[src/rtl/operand_hazard_unit.sv]
`default_nettype none
// ============================================================================
// Module   : operand_hazard_unit
// Brief    : D-stage operand forwarding, Tuse/Tnew stall detection and a
//            shadow E/M/W pipeline that drives the GRF write port.
// Revision : 1.0 - initial release
// ============================================================================
module operand_hazard_unit #(
    parameter int DATA_W = 32
) (
    input  logic              clk,
    input  logic              reset,

    input  logic              d_valid,
    input  logic [DATA_W-1:0] d_pc,
    input  logic [4:0]        d_rs,
    input  logic [4:0]        d_rt,
    input  logic [1:0]        d_tuse_rs,
    input  logic [1:0]        d_tuse_rt,
    input  logic [4:0]        d_dst,
    input  logic [1:0]        d_tnew,

    output logic [4:0]        grf_raddr1,
    output logic [4:0]        grf_raddr2,
    input  logic [DATA_W-1:0] grf_rdata1,
    input  logic [DATA_W-1:0] grf_rdata2,

    input  logic [DATA_W-1:0] e_res,
    input  logic [DATA_W-1:0] m_res,
    input  logic [DATA_W-1:0] w_res,

    output logic [DATA_W-1:0] d_rs_val,
    output logic [DATA_W-1:0] d_rt_val,
    output logic              stall,

    output logic              e_valid,
    output logic [DATA_W-1:0] e_pc,
    output logic [4:0]        e_dst,
    output logic [1:0]        e_tnew,
    output logic [DATA_W-1:0] e_rs_val,
    output logic [DATA_W-1:0] e_rt_val,

    output logic              w_reg_write,
    output logic [4:0]        w_waddr,
    output logic [DATA_W-1:0] w_pc
);

    // Shadow pipeline state
    logic              r_e_valid, r_m_valid, r_w_valid;
    logic [DATA_W-1:0] r_e_pc, r_m_pc, r_w_pc;
    logic [4:0]        r_e_dst, r_m_dst, r_w_dst;
    logic [1:0]        r_e_tnew, r_m_tnew;
    logic [4:0]        r_e_rs_num, r_e_rt_num;
    logic [DATA_W-1:0] r_e_rs_raw, r_e_rt_raw;

    logic w_e_hit_rs, w_m_hit_rs, w_w_hit_rs;
    logic w_e_hit_rt, w_m_hit_rt, w_w_hit_rt;
    logic w_em_hit_rs, w_ew_hit_rs, w_em_hit_rt, w_ew_hit_rt;
    logic w_conf_rs, w_conf_rt;
    logic w_accept;

    function automatic logic stage_hit(input logic valid, input logic [4:0] dst,
                                       input logic [4:0] r);
        return valid && (dst == r) && (r != 5'd0);
    endfunction

    // A Tuse of 2 or 3 both mean "not consumed before M", so only bit 1 matters.
    function automatic logic conflict(input logic [1:0] tuse,
                                      input logic e_hit, input logic [1:0] e_tn,
                                      input logic m_hit, input logic [1:0] m_tn);
        if (tuse[1])
            return 1'b0;
        return (e_hit && (e_tn > tuse)) || (m_hit && (m_tn > tuse));
    endfunction

    function automatic logic [DATA_W-1:0] fwd_d(input logic [4:0] r,
                                                input logic e_ok, input logic m_ok,
                                                input logic w_ok,
                                                input logic [DATA_W-1:0] grf,
                                                input logic [DATA_W-1:0] ev,
                                                input logic [DATA_W-1:0] mv,
                                                input logic [DATA_W-1:0] wv);
        if (r == 5'd0)
            return '0;
        if (e_ok)
            return ev;
        if (m_ok)
            return mv;
        if (w_ok)
            return wv;
        return grf;
    endfunction

    assign grf_raddr1 = d_rs;
    assign grf_raddr2 = d_rt;

    assign w_e_hit_rs = stage_hit(r_e_valid, r_e_dst, d_rs);
    assign w_m_hit_rs = stage_hit(r_m_valid, r_m_dst, d_rs);
    assign w_w_hit_rs = stage_hit(r_w_valid, r_w_dst, d_rs);
    assign w_e_hit_rt = stage_hit(r_e_valid, r_e_dst, d_rt);
    assign w_m_hit_rt = stage_hit(r_m_valid, r_m_dst, d_rt);
    assign w_w_hit_rt = stage_hit(r_w_valid, r_w_dst, d_rt);

    assign d_rs_val = fwd_d(d_rs, w_e_hit_rs && (r_e_tnew == 2'd0),
                            w_m_hit_rs && (r_m_tnew == 2'd0), w_w_hit_rs,
                            grf_rdata1, e_res, m_res, w_res);
    assign d_rt_val = fwd_d(d_rt, w_e_hit_rt && (r_e_tnew == 2'd0),
                            w_m_hit_rt && (r_m_tnew == 2'd0), w_w_hit_rt,
                            grf_rdata2, e_res, m_res, w_res);

    assign w_conf_rs = conflict(d_tuse_rs, w_e_hit_rs, r_e_tnew, w_m_hit_rs, r_m_tnew);
    assign w_conf_rt = conflict(d_tuse_rt, w_e_hit_rt, r_e_tnew, w_m_hit_rt, r_m_tnew);
    assign stall     = d_valid && (w_conf_rs || w_conf_rt);
    assign w_accept  = d_valid && !stall;

    // E operands pick up results that became ready after the D-stage read.
    assign w_em_hit_rs = stage_hit(r_m_valid, r_m_dst, r_e_rs_num);
    assign w_ew_hit_rs = stage_hit(r_w_valid, r_w_dst, r_e_rs_num);
    assign w_em_hit_rt = stage_hit(r_m_valid, r_m_dst, r_e_rt_num);
    assign w_ew_hit_rt = stage_hit(r_w_valid, r_w_dst, r_e_rt_num);

    assign e_rs_val = (w_em_hit_rs && (r_m_tnew == 2'd0)) ? m_res :
                      w_ew_hit_rs ? w_res : r_e_rs_raw;
    assign e_rt_val = (w_em_hit_rt && (r_m_tnew == 2'd0)) ? m_res :
                      w_ew_hit_rt ? w_res : r_e_rt_raw;

    assign e_valid = r_e_valid;
    assign e_pc    = r_e_pc;
    assign e_dst   = r_e_dst;
    assign e_tnew  = r_e_tnew;

    // The GRF is also being reset, so no write is allowed during reset.
    assign w_reg_write = r_w_valid && (r_w_dst != 5'd0) && !reset;
    assign w_waddr     = r_w_dst;
    assign w_pc        = r_w_pc;

    always_ff @(posedge clk) begin
        if (reset) begin
            r_e_valid  <= 1'b0;
            r_e_pc     <= '0;
            r_e_dst    <= 5'd0;
            r_e_tnew   <= 2'd0;
            r_e_rs_num <= 5'd0;
            r_e_rt_num <= 5'd0;
            r_e_rs_raw <= '0;
            r_e_rt_raw <= '0;
            r_m_valid  <= 1'b0;
            r_m_pc     <= '0;
            r_m_dst    <= 5'd0;
            r_m_tnew   <= 2'd0;
            r_w_valid  <= 1'b0;
            r_w_pc     <= '0;
            r_w_dst    <= 5'd0;
        end else begin
            if (w_accept) begin
                r_e_valid  <= 1'b1;
                r_e_pc     <= d_pc;
                r_e_dst    <= d_dst;
                r_e_tnew   <= d_tnew;
                r_e_rs_num <= d_rs;
                r_e_rt_num <= d_rt;
                r_e_rs_raw <= d_rs_val;
                r_e_rt_raw <= d_rt_val;
            end else begin
                r_e_valid  <= 1'b0;
                r_e_pc     <= '0;
                r_e_dst    <= 5'd0;
                r_e_tnew   <= 2'd0;
                r_e_rs_num <= 5'd0;
                r_e_rt_num <= 5'd0;
                r_e_rs_raw <= '0;
                r_e_rt_raw <= '0;
            end
            r_m_valid <= r_e_valid;
            r_m_pc    <= r_e_pc;
            r_m_dst   <= r_e_dst;
            r_m_tnew  <= (r_e_tnew == 2'd0) ? 2'd0 : r_e_tnew - 2'd1;
            r_w_valid <= r_m_valid;
            r_w_pc    <= r_m_pc;
            r_w_dst   <= r_m_dst;
        end
    end

endmodule
`default_nettype wire

[config.mk]
export PLATFORM = sky130hd
export DESIGN_NAME = operand_hazard_unit
export DESIGN_NICKNAME = d
export VERILOG_FILES = /design/src/rtl/operand_hazard_unit.sv
export SDC_FILE = /design/constraint.sdc
export NUM_CORES = 1
export LEC_CHECK = 0
export BUFFER_PORTS_ARGS = -buffer_cell sky130_fd_sc_hd__buf_2
export CORE_AREA = 2 2 168 170
export DETAILED_ROUTE_END_ITERATION = 7
export DIE_AREA = 0 0 170 172
export PLACE_DENSITY = 0.74
export RECOVER_POWER = 25
export REMOVE_ABC_BUFFERS = 1
export SLEW_MARGIN = 20
export SYNTH_ARGS = -nofsm -noshare
export SYNTH_HDL_FRONTEND = slang
export SYNTH_SLANG_ARGS = --single-unit
[constraint.sdc]
create_clock -name clk -period 2.46 [get_ports clk]
set_clock_uncertainty 0.1 [all_clocks]
set_input_delay 0.123 -clock clk [delete_from_list [all_inputs] [get_ports clk]]
set_output_delay 0.123 -clock clk [all_outputs]
set_load 0.005 [all_outputs]
* Yosys cells after proc, flatten, opt, wreduce, memory -nomap -nowiden
Cells that the tools add are included.
** Operators by class
- Eq/ne operators :: 10
- Magnitude comparators :: 4
- Add/subtract/negate cells :: 1
- Multiplexer cells :: 47
- Reduce and logical (&&, ||, !) cells :: 50
- Bitwise gates (word level) :: 1
** Operators with widths (number)
- two-way mux 32 bit :: 20
- == test 5 bit :: 10
- logical AND 1 bit :: 34
- two-way mux 1 bit :: 27
- nonzero test 5 bit :: 5
- logical NOT 5 bit :: 2
- greater-than comparator 2 bit :: 4
- logical NOT 2 bit :: 2
- OR reduction 2 bit :: 2
- logical OR 1 bit :: 3
- logical NOT 1 bit :: 2
- subtractor 2 x 1 -> 2 bit, second input constant :: 1
- inverter 1 bit :: 1
** Storage, ports and cells
- Output and inout bits :: 217
- Bits in registers :: 192
- Bits of input ports :: 216

* Logic depth before layout (Yosys ltp)
- Depth in word-level cells :: 15
- Mapped depth :: 11

* Worst setup path before layout
No wires, ideal clock.
- Path kind :: flip-flop to output port
- Start point :: register r_w_dst[0] (netlist: w_waddr[0])
- End point :: output port d_rt_val[11]
- Data required time :: 2.237 ns
- Setup slack :: 0.063 ns
- Path buffers :: 3
- Cell stages (with the launch flop) :: 10
- Arrival time :: 2.174 ns
- Cell sequence :: dfxtp_1 > clkbuf_1 > xor2_1 > nand4b_1 > or3b_1 > clkbuf_1 > clkbuf_1 > a221o_1 > a22oi_1 > nor2_1
** On the way
- Longest elaborated chain between the ends :: 11
- Elaborated cells between the ends (all ways) :: 12
- Classes of those cells :: eq/ne (1); mux (9); reduce/logical (2)
** Ends and longest elaborated chain
- start: declaration :: RTL line 51 : logic [4:0] r_e_dst, r_m_dst, r_w_dst;
- start signal: assignment :: RTL line 180 : r_w_dst <= r_m_dst;
- == test 5 bit (*) :: RTL line 64 : return valid && (dst == r) && (r != 5'd0);
- logical AND 1 bit (*) (2 in series) :: RTL line 64
- two-way mux 1 bit (2 in series) :: RTL line 89 : if (w_ok)
- two-way mux 1 bit :: RTL line 87 : if (m_ok)
- two-way mux 1 bit :: RTL line 85 : if (e_ok)
- two-way mux 32 bit (*) :: RTL line 91 : return grf;
- two-way mux 32 bit (*) :: RTL line 89
- two-way mux 32 bit (*) :: RTL line 87
- two-way mux 32 bit (*) :: RTL line 85
- end: declaration :: RTL line 33 : output logic [DATA_W-1:0] d_rt_val,
Mark *: on every way between the ends. The rest lies on a longest branch, timed or not. The select of a mux whose other input is x is not followed.

* Final worst setup path
- Start point :: register r_e_tnew[0] (netlist: e_tnew[0])
- End point :: output port d_rs_val[6]
** On the way
- Longest elaborated chain between the ends :: 9
- Elaborated cells between the ends (all ways) :: 11
- Classes of those cells :: mux (9); reduce/logical (2)
** Ends and longest elaborated chain
- start: declaration :: RTL line 52 : logic [1:0] r_e_tnew, r_m_tnew;
- start signal: assignment :: RTL line 159 : r_e_tnew <= d_tnew;
- logical NOT 2 bit (*) :: RTL line 104 : assign d_rs_val = fwd_d(d_rs, w_e_hit_rs && (r_e_tnew == 2'd0),
- logical AND 1 bit (*) :: RTL line 104
- two-way mux 32 bit :: RTL line 85
- two-way mux 32 bit :: RTL line 87
- two-way mux 32 bit :: RTL line 89
- two-way mux 32 bit :: RTL line 91
- two-way mux 32 bit :: RTL line 89
- two-way mux 32 bit (*) :: RTL line 87
- two-way mux 32 bit (*) :: RTL line 85
- end: declaration :: RTL line 32 : output logic [DATA_W-1:0] d_rs_val,
Marked as above.

==> summary.txt <==
Global route
  – GRT Util Overall: 30.96%
  – Largest net degree at the start of global routing: 59
  – First-pass GRT wire length: 67.36 mm
  – Number of global-route vias before repair: 11670
  – Total gr overflow: 0
  – Initial antenna violation count: 11

CTS
  – CTS tree: yes
  – Clock-pin slew on the worst setup and hold paths: 0.09 ns
  – Later-pin clock latency in the skew report: 0.44 ns
  – Clock sinks: 192
  – Root Buffer: clkbuf_16
  – CTS HTree Levels: 4
  – Clock Tree Buf Depth: 2
  – Num CTS Buffers: 17

Drt
  – Starting DRC count in detailed routing: 1247
  – Vias per inst: 5.485
  – Via Count: 11788
  – Routed wire length: 47.63 mm
  – Remaining antenna violation count after routing: 0
  – Residual DRC: 0
  – Drt wl/cell: 22.17 µm
  – First-pass DRT Iterations: 7

Timing
  – RSZ-0062 raised after global routing: true
  – Final setup fails: 132
  – Slew HR: 47.37%
  – Fin crit period: 2.869 ns
  – Hold Violations, Final: 0
  – Period utilization: 116.6%
  – Final Max Tran Viols: 0
  – Fin worst setup slack: -0.4087 ns
  – Slew @ Worst Pin: 0.7895 ns
  – Fmax: 348.6 MHz

Setup path
  – Setup CP Type: flip-flop to primary output
  – Critical Path RT: 2.24 ns
  – Crit path to: d_rs_val[6]
  – Crit. End Element: primary output
  – CP startpoint kind: flip-flop
  – Worst reg2reg path depth: 13
  – CP max FO: 6
  – Worst R2R Start: e_tnew[1]
  – CP cell instances: inv_2 -> ha_4 -> and2_4 -> nand4_1 -> or3_4 -> and2_4 -> buf_12 -> buf_12 -> a211o_1 -> nor2_1 -> buf_2
  – Slowest cell on the critical path: or3_4
  – Critical path startpoint: e_tnew[0]
  – Arrival @ worst endpoint: 2.65 ns
  – Critical path depth: 11
  – Register-to-register setup slack: -0.04 ns
  – Crit path max-delay family: simple AND/OR/NAND/NOR gates
  – Buffers plus inverters on the worst setup path: 4
  – Reg-to-Reg End: r_e_rs_raw[18]
  – Max incr delay on CP: 0.37 ns

Floorplanning
  – Starting Density: 35.54%
  – Die H: 172 µm
  – Die X-Extent: 170 µm
  – Core area: 0.02748 mm²
  – Die area: 0.02924 mm²
  – Ports: 433
  – FP Rows: 61

Synth
  – Ys Warns: 0
  – Ys flop type: dfxtp_1
  – Mapped Area: 0.009764 mm²
  – Mapped Cells: 1181
  – Post-synth EDFFs: 0
  – Post-synthesis async set-or-reset flop share: 0%
  – Post-synthesis sequential area ratio: 39.36%
  – Syn_area_per_cell: 8.268 µm²
  – Synth Register Bits: 192
  – Distinct cell type count after synthesis: 44

Power
  – Pwr/cell area: 481.2 mW/mm²
  – Max IR drop VDD: 0.5154 mV
  – Leak: 7.217 nW

Run
  – MaxCap Viol Count: 0

Layout
  – Share of cells above drive strength 1: 39.72%
  – Layout Nets: 2007
  – Layout Area Growth over Synthesis: 63.76%
  – Most common cell after layout, fill and taps aside: buf_2
  – Final Util: 58.20%
  – Most frequent cells in the layout: buf_2, nor2_1, dfxtp_1

Hold path
  – Hold Crit Class: primary input to flip-flop
  – Hold_sp: grf_rdata2[3]

Place
  – DP HPWL: 29.85 mm
  – Pre-CTS setup slack: -0.2128 ns
  – RePlAce Congestion: 0.9537
  – Port bufs: 432

Run status
  – Status: finished, violations left
  – Failing checks: negative setup slack
==> state kept, by name, summed over array words and instances (netlist names) <==
name        flops
r_w_valid       1
r_m_tnew        2
e_pc           32
r_m_dst         5
r_e_rs_num      5
e_valid         1
w_waddr         5
r_e_rt_num      5
e_tnew          2
r_m_pc         32
w_pc           32
r_m_valid       1
e_dst           5
r_e_rt_raw     32
r_e_rs_raw     32
==> per-layer routing <==
metal  part of all wire, %  vias up  wire length [µm]  track usage, %
met5                 0.023        -                11               0
met4                   5.2        2              2468           19.18
met3                    10      174              4830           9.018
met2                    47      865             22500           51.87
met1                    37     5512             17830           34.86
li1                      -     5235                 -               -
==> layout make-up <==
type | instances | area [µm²]
multi-input cells | 869 | 6018
diodes | 8 | 20.02
inverters | 7 | 26.28
well taps | 346 | 432.9
flip-flops and latches | 192 | 3857
clock inverters | 14 | 193.9
repair buffers | 695 | 5012
fillers | 2319 | 11490
clock buffers | 18 | 429.2
==> cells in the mapped netlist (2+ instances only) <==
cell type / n / share of area [%]
and2_1: 51 / 3.3
clkbuf_1: 81 / 3.1
nor2b_1: 80 / 5.1
mux2i_1: 96 / 9.8
or4_1: 6 / 0.46
a22oi_1: 27 / 2.1
nand2_1: 77 / 3.0
nor4_1: 7 / 0.45
a211o_1: 32 / 2.9
a221o_1: 27 / 2.8
o21a_1: 27 / 2.1
dfxtp_1: 192 / 39
buf_2: 19 / 0.97
o2111ai_1: 2 / 0.18
xnor2_1: 35 / 3.1
o21ai_0: 37 / 1.9
inv_1: 7 / 0.27
nor3_1: 37 / 1.9
buf_1: 2 / 0.077
and3_1: 2 / 0.13
ha_1: 9 / 1.2
a2bb2oi_1: 5 / 0.45
nand3_1: 4 / 0.21
nand4b_1: 2 / 0.18
xor2_1: 15 / 1.3
nor2_1: 233 / 9.0
a21oi_1: 33 / 1.7
nand4_1: 6 / 0.38
a221oi_1: 5 / 0.45
buf_4: 11 / 0.85
==> where the power goes <==
part           switching, mW  internal [mW]
clock network           1.48           1.48
logic                  0.724          0.746
registers             0.0525           3.21
==> tightest hold or removal path, delay by kind of cell <==
kind | cells | cell delay (ns)
and+or+nand+nor | 1 | 0.10
AOI/OAI and AO/OA | 2 | 0.21
buffers and inverters | 1 | 0.09
==> worst min-delay path by stage <==
stage	to	slack, ns	cells after the start
CTS	r_e_rt_raw[16]	0.002	4
finish	r_e_rt_raw[3]	0.007	4
floorplan	r_m_tnew[0]	0.09	1
global route	r_e_rs_raw[4]	0.03	4
global placement	e_pc[22]	0.22	2
detailed placement	e_dst[1]	0.23	2
==> logic make-up after synthesis <==
family | after synthesis | synth area share [%]
AO/OA/AOI/OAI | 199 | 14.94
XOR/XNOR | 50 | 4.485
adder cells (fa/ha/maj) | 9 | 1.153
buffers and inverters | 120 | 5.279
flip-flops | 192 | 39.36
multiplexers | 96 | 9.841
AND/OR/NAND/NOR | 515 | 24.94
==> through the flow <==
stage	std cells	area, µm²	TNS [ns]	hold slack, ns	power (mW)
after floorplan	1068	9275	-487.27	0.09408	3.772
after global placement	1932	12850	-0.2298	0.2217	4.443
after detailed placement	1932	12850	-0.7243	0.2251	4.460
after CTS	2112	15560	-32.07	0.001986	7.643
after global routing	2149	15990	-39.26	0.02880	7.980
final	2149	15990	-24.25	0.007379	7.694
==> timing repair <==
action,in CTS,in global routing
pin swaps,74,100
setup buffers,48,40
hold endpoints to repair,95,0
hold buffers,88,0
gates resized for setup,148,61
cloned,12,4
setup endpoints to repair,129,235
(Power assumes the default switching activity.)
